===== src/rtl/dispense_pkg.sv =====
// rtl/dispense_pkg.sv - shared types and constants for the dispense payment controller
package dispense_pkg;

  typedef enum logic [2:0] {
    ST_IDLE   = 3'd0,
    ST_QUOTE  = 3'd1,
    ST_PAY    = 3'd2,
    ST_DONE   = 3'd3,
    ST_REFUND = 3'd4
  } state_e;

  localparam logic [1:0] FLUID_WATER   = 2'b00;
  localparam logic [1:0] FLUID_JUICE   = 2'b01;
  localparam logic [1:0] FLUID_CHEM    = 2'b10;
  localparam logic [1:0] FLUID_INVALID = 2'b11;

  localparam int PRICE_W_DEFAULT = 16;

endpackage


===== src/rtl/idle_timer.sv =====
// rtl/idle_timer.sv - counts coinless PAY cycles and flags the refund deadline
module idle_timer #(
  parameter int TIMEOUT_CYCLES = 1000
) (
  input  logic clk,
  input  logic reset_n,
  input  logic clr,
  input  logic en,
  output logic expired
);

  localparam int CNT_W = $clog2(TIMEOUT_CYCLES) + 1;

  logic [CNT_W-1:0] cnt_q;

  // Fires on the cycle whose increment would reach TIMEOUT_CYCLES-1.
  assign expired = en && !clr && (cnt_q == CNT_W'(TIMEOUT_CYCLES - 2));

  always_ff @(posedge clk or negedge reset_n) begin
    if (!reset_n) begin
      cnt_q <= '0;
    end else if (clr) begin
      cnt_q <= '0;
    end else if (en && !expired) begin
      cnt_q <= cnt_q + 1'b1;
    end
  end

endmodule


===== src/rtl/dispense_payment_ctrl.sv =====
// rtl/dispense_payment_ctrl.sv - request, quote, coin collection and dispense/refund sequencing
module dispense_payment_ctrl
  import dispense_pkg::*;
#(
  parameter int TIMEOUT_CYCLES = 1000,
  parameter int PRICE_W        = PRICE_W_DEFAULT
) (
  input  logic               clk,
  input  logic               reset_n,
  input  logic               req_valid,
  output logic               req_ready,
  input  logic [1:0]         req_fluid,
  input  logic [7:0]         req_volume,
  input  logic [3:0]         req_user,
  output logic [1:0]         disp_fluid,
  output logic [7:0]         disp_volume,
  output logic [3:0]         user_id,
  input  logic [PRICE_W-1:0] quote_price,
  input  logic [7:0]         quote_msg,
  input  logic               coin_valid,
  input  logic [7:0]         coin_value,
  input  logic               cancel,
  output logic               dispense_go,
  output logic [PRICE_W-1:0] change_amount,
  output logic               refund_valid,
  output logic [PRICE_W-1:0] refund_amount,
  output logic               reject,
  output logic               visit_inc,
  output logic [PRICE_W-1:0] paid_total,
  output logic               busy
);

  state_e               state_q;
  logic                 req_ready_q, busy_q;
  logic [1:0]           fluid_q;
  logic [7:0]           volume_q;
  logic [3:0]           user_q;
  logic [PRICE_W-1:0]   price_q, paid_q, change_q, refund_amt_q;
  logic                 go_q, refund_q, reject_q, visit_q;
  logic                 timer_expired;
  logic [PRICE_W:0]     sum_wide;
  logic [PRICE_W-1:0]   paid_d;

  // Running total including this cycle's coin, clamped at all-ones.
  assign sum_wide = {1'b0, paid_q} + (PRICE_W+1)'(coin_value);
  assign paid_d   = !coin_valid        ? paid_q :
                    sum_wide[PRICE_W]  ? '1     : sum_wide[PRICE_W-1:0];

  idle_timer #(
    .TIMEOUT_CYCLES (TIMEOUT_CYCLES)
  ) u_idle_timer (
    .clk     (clk),
    .reset_n (reset_n),
    .clr     ((state_q != ST_PAY) || coin_valid),
    .en      (state_q == ST_PAY),
    .expired (timer_expired)
  );

  always_ff @(posedge clk or negedge reset_n) begin
    if (!reset_n) begin
      state_q      <= ST_IDLE;
      req_ready_q  <= 1'b0;
      busy_q       <= 1'b0;
      fluid_q      <= '0;
      volume_q     <= '0;
      user_q       <= '0;
      price_q      <= '0;
      paid_q       <= '0;
      change_q     <= '0;
      refund_amt_q <= '0;
      go_q         <= 1'b0;
      refund_q     <= 1'b0;
      reject_q     <= 1'b0;
      visit_q      <= 1'b0;
    end else begin
      go_q         <= 1'b0;
      refund_q     <= 1'b0;
      reject_q     <= 1'b0;
      visit_q      <= 1'b0;
      change_q     <= '0;
      refund_amt_q <= '0;
      case (state_q)
        ST_IDLE: begin
          req_ready_q <= 1'b1;
          busy_q      <= 1'b0;
          if (req_valid && req_ready_q) begin
            state_q     <= ST_QUOTE;
            req_ready_q <= 1'b0;
            busy_q      <= 1'b1;
            fluid_q     <= req_fluid;
            volume_q    <= req_volume;
            user_q      <= req_user;
            paid_q      <= '0;
          end
        end
        ST_QUOTE: begin
          price_q <= quote_price;
          if ((quote_msg != 8'd0) || (fluid_q == FLUID_INVALID)) begin
            state_q     <= ST_IDLE;
            reject_q    <= 1'b1;
            req_ready_q <= 1'b1;
            busy_q      <= 1'b0;
          end else if (quote_price == '0) begin
            state_q <= ST_DONE;
            go_q    <= 1'b1;
            visit_q <= 1'b1;
          end else begin
            state_q <= ST_PAY;
          end
        end
        ST_PAY: begin
          paid_q <= paid_d;
          // Cancel outranks a completing coin; that coin is refunded too.
          if (cancel || timer_expired) begin
            state_q      <= ST_REFUND;
            refund_q     <= 1'b1;
            refund_amt_q <= paid_d;
          end else if (paid_d >= price_q) begin
            state_q  <= ST_DONE;
            go_q     <= 1'b1;
            visit_q  <= 1'b1;
            change_q <= paid_d - price_q;
          end
        end
        ST_DONE, ST_REFUND: begin
          state_q     <= ST_IDLE;
          req_ready_q <= 1'b1;
          busy_q      <= 1'b0;
        end
        default: begin
          state_q     <= ST_IDLE;
          req_ready_q <= 1'b1;
          busy_q      <= 1'b0;
        end
      endcase
    end
  end

  assign req_ready     = req_ready_q;
  assign busy          = busy_q;
  assign disp_fluid    = fluid_q;
  assign disp_volume   = volume_q;
  assign user_id       = user_q;
  assign paid_total    = paid_q;
  assign dispense_go   = go_q;
  assign change_amount = change_q;
  assign refund_valid  = refund_q;
  assign refund_amount = refund_amt_q;
  assign reject        = reject_q;
  assign visit_inc     = visit_q;

endmodule


===== config.mk =====
export PLATFORM = sky130hd
export DESIGN_NAME = dispense_payment_ctrl
export DESIGN_NICKNAME = d
export VERILOG_FILES = /design/src/rtl/dispense_pkg.sv /design/src/rtl/idle_timer.sv /design/src/rtl/dispense_payment_ctrl.sv
export SDC_FILE = /design/constraint.sdc
export NUM_CORES = 1
export LEC_CHECK = 0
export CAP_MARGIN = 10
export CORE_MARGIN = 10
export CORE_UTILIZATION = 49
export DETAILED_ROUTE_END_ITERATION = 7
export GPL_TIMING_DRIVEN = 0
export PLACE_DENSITY = 0.78
export SETUP_SLACK_MARGIN = 0.2
export SLEW_MARGIN = 30
export SYNTH_ARGS = -nofsm -noshare
export SYNTH_HDL_FRONTEND = slang
export SYNTH_SLANG_ARGS = --single-unit

===== constraint.sdc =====
create_clock -name clk -period 5.1 [get_ports clk]
set_input_delay 0.51 -clock clk [delete_from_list [all_inputs] [get_ports clk]]
set_output_delay 0.51 -clock clk [all_outputs]
set_load 0.05 [all_outputs]

==> results.txt <==
* Sequential cell area: 2427 um2
* Post-layout worst setup margin: 0.6240 ns
* Post-Syn Area: 5196 um2
- CTS buffer count: 9
- For the worst setup path, the data arrival time is 4.79 ns.
- Number of top-level design ports: 119
* Cells resized by post-CTS repair: 0
- Port bufs: 118
* Post-CTS Hold Fix Bufs: 0
- Number of failing hold endpoints at the final stage: 0
* Primary FF master, synth: sky130_fd_sc_hd__dfrtp_1
- The critical path is of the in2reg type.
- Placed cells: 793
- Cell internal power was estimated by the tool at 1.593 mW.
* Average wire length per cell after detail routing: 17.73 um
* Reg-to-Reg End: change_amount[7]
- Slew Limit Headroom: 52.02%
* Switching power of the nets: 1.074 mW
- Non-Filler Instances: 809
- Launch instance of the worst register-to-register path: paid_total[0]
* Cell type group with the largest total delay on the critical path: simple AND/OR/NAND/NOR gates
- Final number of max-transition violations: 0
- Clock-pin slew was measured on the worst setup and hold paths at 0.10 ns.
- The signal on the critical path passes through clkdlybuf4s50_1 -> ha_1 -> fa_1 -> a21oi_1 -> o221ai_1 -> and3_1 -> clkbuf_2 -> a21oi_1 -> a31oi_1 -> ha_1 -> nand4_1 -> nor3_1 -> o311ai_1 -> and3_1 -> nand2b_1 -> buf_2 -> buf_6 -> nor2_1.
- The detail route stage leaves a number of antenna-violating nets equal to 0.
- Across every metal layer, demand over resource in global routing totals 19.04%.
- Part of the Yosys area used for sequential elements: 46.71%
* Crit path buffers/inverters: 4
* Largest net degree at the start of global routing: 54
- For this run the aggregate overflow at the end of global routing stands at 0.
- Number of iterations in the first detailed-routing pass: 7
- Nets: 747
- Via count of the routed design: 4561
* Layout fillers: 833
* Share of layout cells above drive strength 1: 8.024%
* Routability congestion estimate: 0.9354
- Async set or reset register ratio after synthesis: 100.0%
- Number of warnings issued by yosys: 0
* Slew @ Worst Pin: 0.7122 ns
* Area growth from synthesis to final layout: 30.58%
- The multi-input combinational cells in the finished layout cover a total of 2542 um2.
* Clk network pwr share: 19.6%
* Core region area: 10320 um2
- Clock Path Buffers: 2
- DRC violation count after routing: 0
* Via count of the first global-routing pass: 4601
- Cells on worst reg2reg path: 17
* Reg2reg setup slack: 0.76 ns
- Met2 demand-to-capacity share in global routing: 31.39%
* Busiest layer in global routing: met2
- Post-Route Skew: 0.01252 ns
* Effective utilization at floorplan: 50.33%
- The floorplan step set the die height to 123.0 um.
- Part of the total power dissipated in combinational logic: 44.4%
- Synthesis produced a netlist whose cell count is 538.
* Buffer count from post-CTS setup fixing: 0
- Peak fanout along the critical path: 10
- Slowest Stage Delay on Critical Path: 0.42 ns
- Averaged over all synthesized cells, the footprint is 9.658 um2.
* Total Negative Setup Slacks: 0 ns
- Power density normalized to cell area: 393.0 nW/um2
- The die is 123.0 um wide.
- Summed over all layers, the routed wires come to 14.34 mm.
- The later pin in the worst-skew pair is clocked with a latency of 0.38 ns.
- The min-delay analysis places its worst path in the category in2async.
* Worst ir drop on vdd: 0.3656 mV
- CTS tree: yes
- The tree built by TritonCTS fans out to 97 sinks.
* Synthesized net count: 617
- For this run, global-route usage on met1 was measured as 23.73%.
- Detailed placement ended at an HPWL of 11.27 mm.
- After layout, the minimum clock period comes to 4.476 ns.
- Worst setup timing slack at the placement stage: 0.2559 ns
- In this run the number of H-tree levels came out at 3.
* Slowest stage cell on the critical path: sky130_fd_sc_hd__fa_1
* Count of flip-flops with a built-in enable after synthesis: 0
- Data required, critical path: 5.41 ns
- Type of element launching the critical path: input port
- Count of state elements after synthesis: 97
- Synthesis instantiated 58 different standard cells from the library.
* RSZ-0062 raised after global routing: false
- The analysis attributes to cell leakage a power of 3.009 nW.
* Count of final setup violators: 0
- Clock Root Buffer: sky130_fd_sc_hd__clkbuf_8
- STA classifies the critical path endpoint as a register.
- Met3 routing resource usage after global routing: 5.697%
- Of the total power, the share spent switching nets is 40.25%.
- 0 antenna diodes ended up in the layout.
- Initial drt markers: 314
* Post-route clock period utilization: 87.77%
* Part of the power in registers: 36.1%
- The run finished with clean final reports.
* Timing-limited maximum frequency: 223.4 MHz
* DIE AREA: 15120 um2
- The number of antenna violations at the first check in global routing was 0.
- The first global-routing pass estimated 23.03 mm of wire.
* Placement row count: 37
* DR vias/cell: 5.638
- Max-cap violations in this run came to 0.
- At the end of the flow the core is filled with cells to 65.73%.
* Worst-case hold slack: 0.03547 ns
-- synth_stat cells (3+ instances only) --
master                     instances  share of area, %
sky130_fd_sc_hd__o21bai_1          3              0.43
sky130_fd_sc_hd__nand4_1           6              0.72
sky130_fd_sc_hd__and3_1           11               1.3
sky130_fd_sc_hd__o211ai_1          5              0.72
sky130_fd_sc_hd__nor4_1            6              0.72
sky130_fd_sc_hd__buf_2             6              0.58
sky130_fd_sc_hd__o21ai_0          34               3.3
sky130_fd_sc_hd__a211oi_1          6              0.87
sky130_fd_sc_hd__xnor2_1          13               2.2
sky130_fd_sc_hd__nor2b_1           4              0.48
sky130_fd_sc_hd__o22ai_1           4              0.48
sky130_fd_sc_hd__a31oi_1          10               1.2
sky130_fd_sc_hd__xor2_1           10               1.7
sky130_fd_sc_hd__ha_1             26               6.3
sky130_fd_sc_hd__a311oi_1          7               1.2
sky130_fd_sc_hd__nand2_1          55               4.0
sky130_fd_sc_hd__a21o_1            6              0.87
sky130_fd_sc_hd__mux2_2           15               3.3
sky130_fd_sc_hd__buf_6             3              0.65
sky130_fd_sc_hd__dfrtp_1          97                47
sky130_fd_sc_hd__inv_1            30               2.2
sky130_fd_sc_hd__and4_1            5              0.84
sky130_fd_sc_hd__nand3_1          14               1.3
sky130_fd_sc_hd__a21oi_1          36               3.5
sky130_fd_sc_hd__o21a_1            4              0.58
sky130_fd_sc_hd__nor3_1           10              0.96
sky130_fd_sc_hd__and2_1           11               1.3
sky130_fd_sc_hd__nand2b_1          6              0.72
sky130_fd_sc_hd__clkbuf_1          9              0.65
sky130_fd_sc_hd__nor2_1           51               3.7
-- cell usage in the layout (no fill, tap or decap), types with 2 or more instances in the layout --
cell,n
sky130_fd_sc_hd__a211oi_1,6
sky130_fd_sc_hd__clkdlybuf4s50_1,117
sky130_fd_sc_hd__a21oi_1,36
sky130_fd_sc_hd__buf_2,6
sky130_fd_sc_hd__a31o_2,2
sky130_fd_sc_hd__clkbuf_8,10
sky130_fd_sc_hd__mux2_2,15
sky130_fd_sc_hd__o21ai_0,34
sky130_fd_sc_hd__and3_1,11
sky130_fd_sc_hd__xor2_1,10
sky130_fd_sc_hd__fa_1,2
sky130_fd_sc_hd__o211ai_1,5
sky130_fd_sc_hd__a41o_1,2
sky130_fd_sc_hd__nor2_1,51
sky130_fd_sc_hd__xnor2_1,13
sky130_fd_sc_hd__a31oi_1,10
sky130_fd_sc_hd__nor4_1,6
sky130_fd_sc_hd__nand4_1,6
sky130_fd_sc_hd__ha_1,26
sky130_fd_sc_hd__and4_1,5
sky130_fd_sc_hd__a21o_1,6
sky130_fd_sc_hd__or3_1,2
sky130_fd_sc_hd__nand3_1,14
sky130_fd_sc_hd__o21bai_1,3
sky130_fd_sc_hd__dfrtp_1,97
sky130_fd_sc_hd__nand2b_1,6
sky130_fd_sc_hd__o22ai_1,4
sky130_fd_sc_hd__inv_1,30
sky130_fd_sc_hd__a221oi_1,2
sky130_fd_sc_hd__a311oi_1,7
sky130_fd_sc_hd__clkinvlp_4,2
sky130_fd_sc_hd__o221ai_1,2
sky130_fd_sc_hd__and2_1,11
sky130_fd_sc_hd__o21a_1,4
sky130_fd_sc_hd__clkbuf_2,2
sky130_fd_sc_hd__buf_6,4
sky130_fd_sc_hd__nand2_1,55
sky130_fd_sc_hd__nor3_1,10
sky130_fd_sc_hd__clkbuf_1,10
sky130_fd_sc_hd__nor2b_1,4
-- final cells by class --
cell class	instances	area share, %
clock buffers	11	2.084
well taps	136	2.508
clock inverters	5	0.9220
repair buffers	119	17.83
plain buffers	22	1.752
inverters	30	1.660
multi-input cells	389	37.47
flip-flops and latches	97	35.77
-- cells by family after synthesis --
logic type,after synthesis,synth area share [%]
XOR/XNOR,23,3.877
flip-flops,97,46.71
AO/OA/AOI/OAI,133,16.74
multiplexers,17,3.732
buffers and inverters,52,4.455
adder cells (fa/ha/maj),28,7.031
AND/OR/NAND/NOR,188,17.46
-- power by group through the flow --
stage	registers [mW]	logic (mW)	clock network (mW)
floorplan	1.20	0.581	0
global placement	0.970	1.14	0
detailed placement	0.978	1.17	0
CTS	0.963	1.18	0.527
global route	0.979	1.29	0.564
finish	0.962	1.18	0.522
-- metal layers --
metal | vias up | routed length, um | share of wire (%)
li1 | 2164 | - | -
met1 | 2208 | 5962 | 42
met2 | 174 | 6905 | 48
met3 | 15 | 1284 | 9.0
met4 | 0 | 189 | 1.3
met5 | - | 0 | 0
-- worst max path at each step --
| stage | start | endpoint | slack (ns) | cells after the start |
|---|---|---|---|---|
| after detailed placement | coin_value[0] | change_amount[4] | 0.26 | 17 |
| after global placement | reset_n | change_amount[8] | 0.03 | 1 |
| after global routing | coin_value[0] | change_amount[7] | 0.23 | 18 |
| after floorplan | paid_total[0] | change_amount[8] | 1.30 | 17 |
| final | coin_value[0] | change_amount[7] | 0.62 | 18 |
| after CTS | coin_value[0] | change_amount[4] | 0.65 | 17 |
-- through the flow --
| step | cell area, um2 | power (mW) |
|---|---|---|
| 6_report | 6785 | 2.667 |
| 5_1_grt | 6785 | 2.830 |
| 4_1_cts | 6780 | 2.670 |
| 3_5_place_dp | 6576 | 2.151 |
| 3_3_place_gp | 6548 | 2.106 |
| 2_1_floorplan | 5196 | 1.781 |
-- sequential cells by signal (all words and copies together) (netlist names), 2 cells and up --
register	flops
user_id	4
u_idle_timer.cnt_q	11
refund_amount	16
price_q	16
change_amount	16
state_q	3
disp_volume	8
paid_total	16
disp_fluid	2
Power figures use the tool's default switching activity.
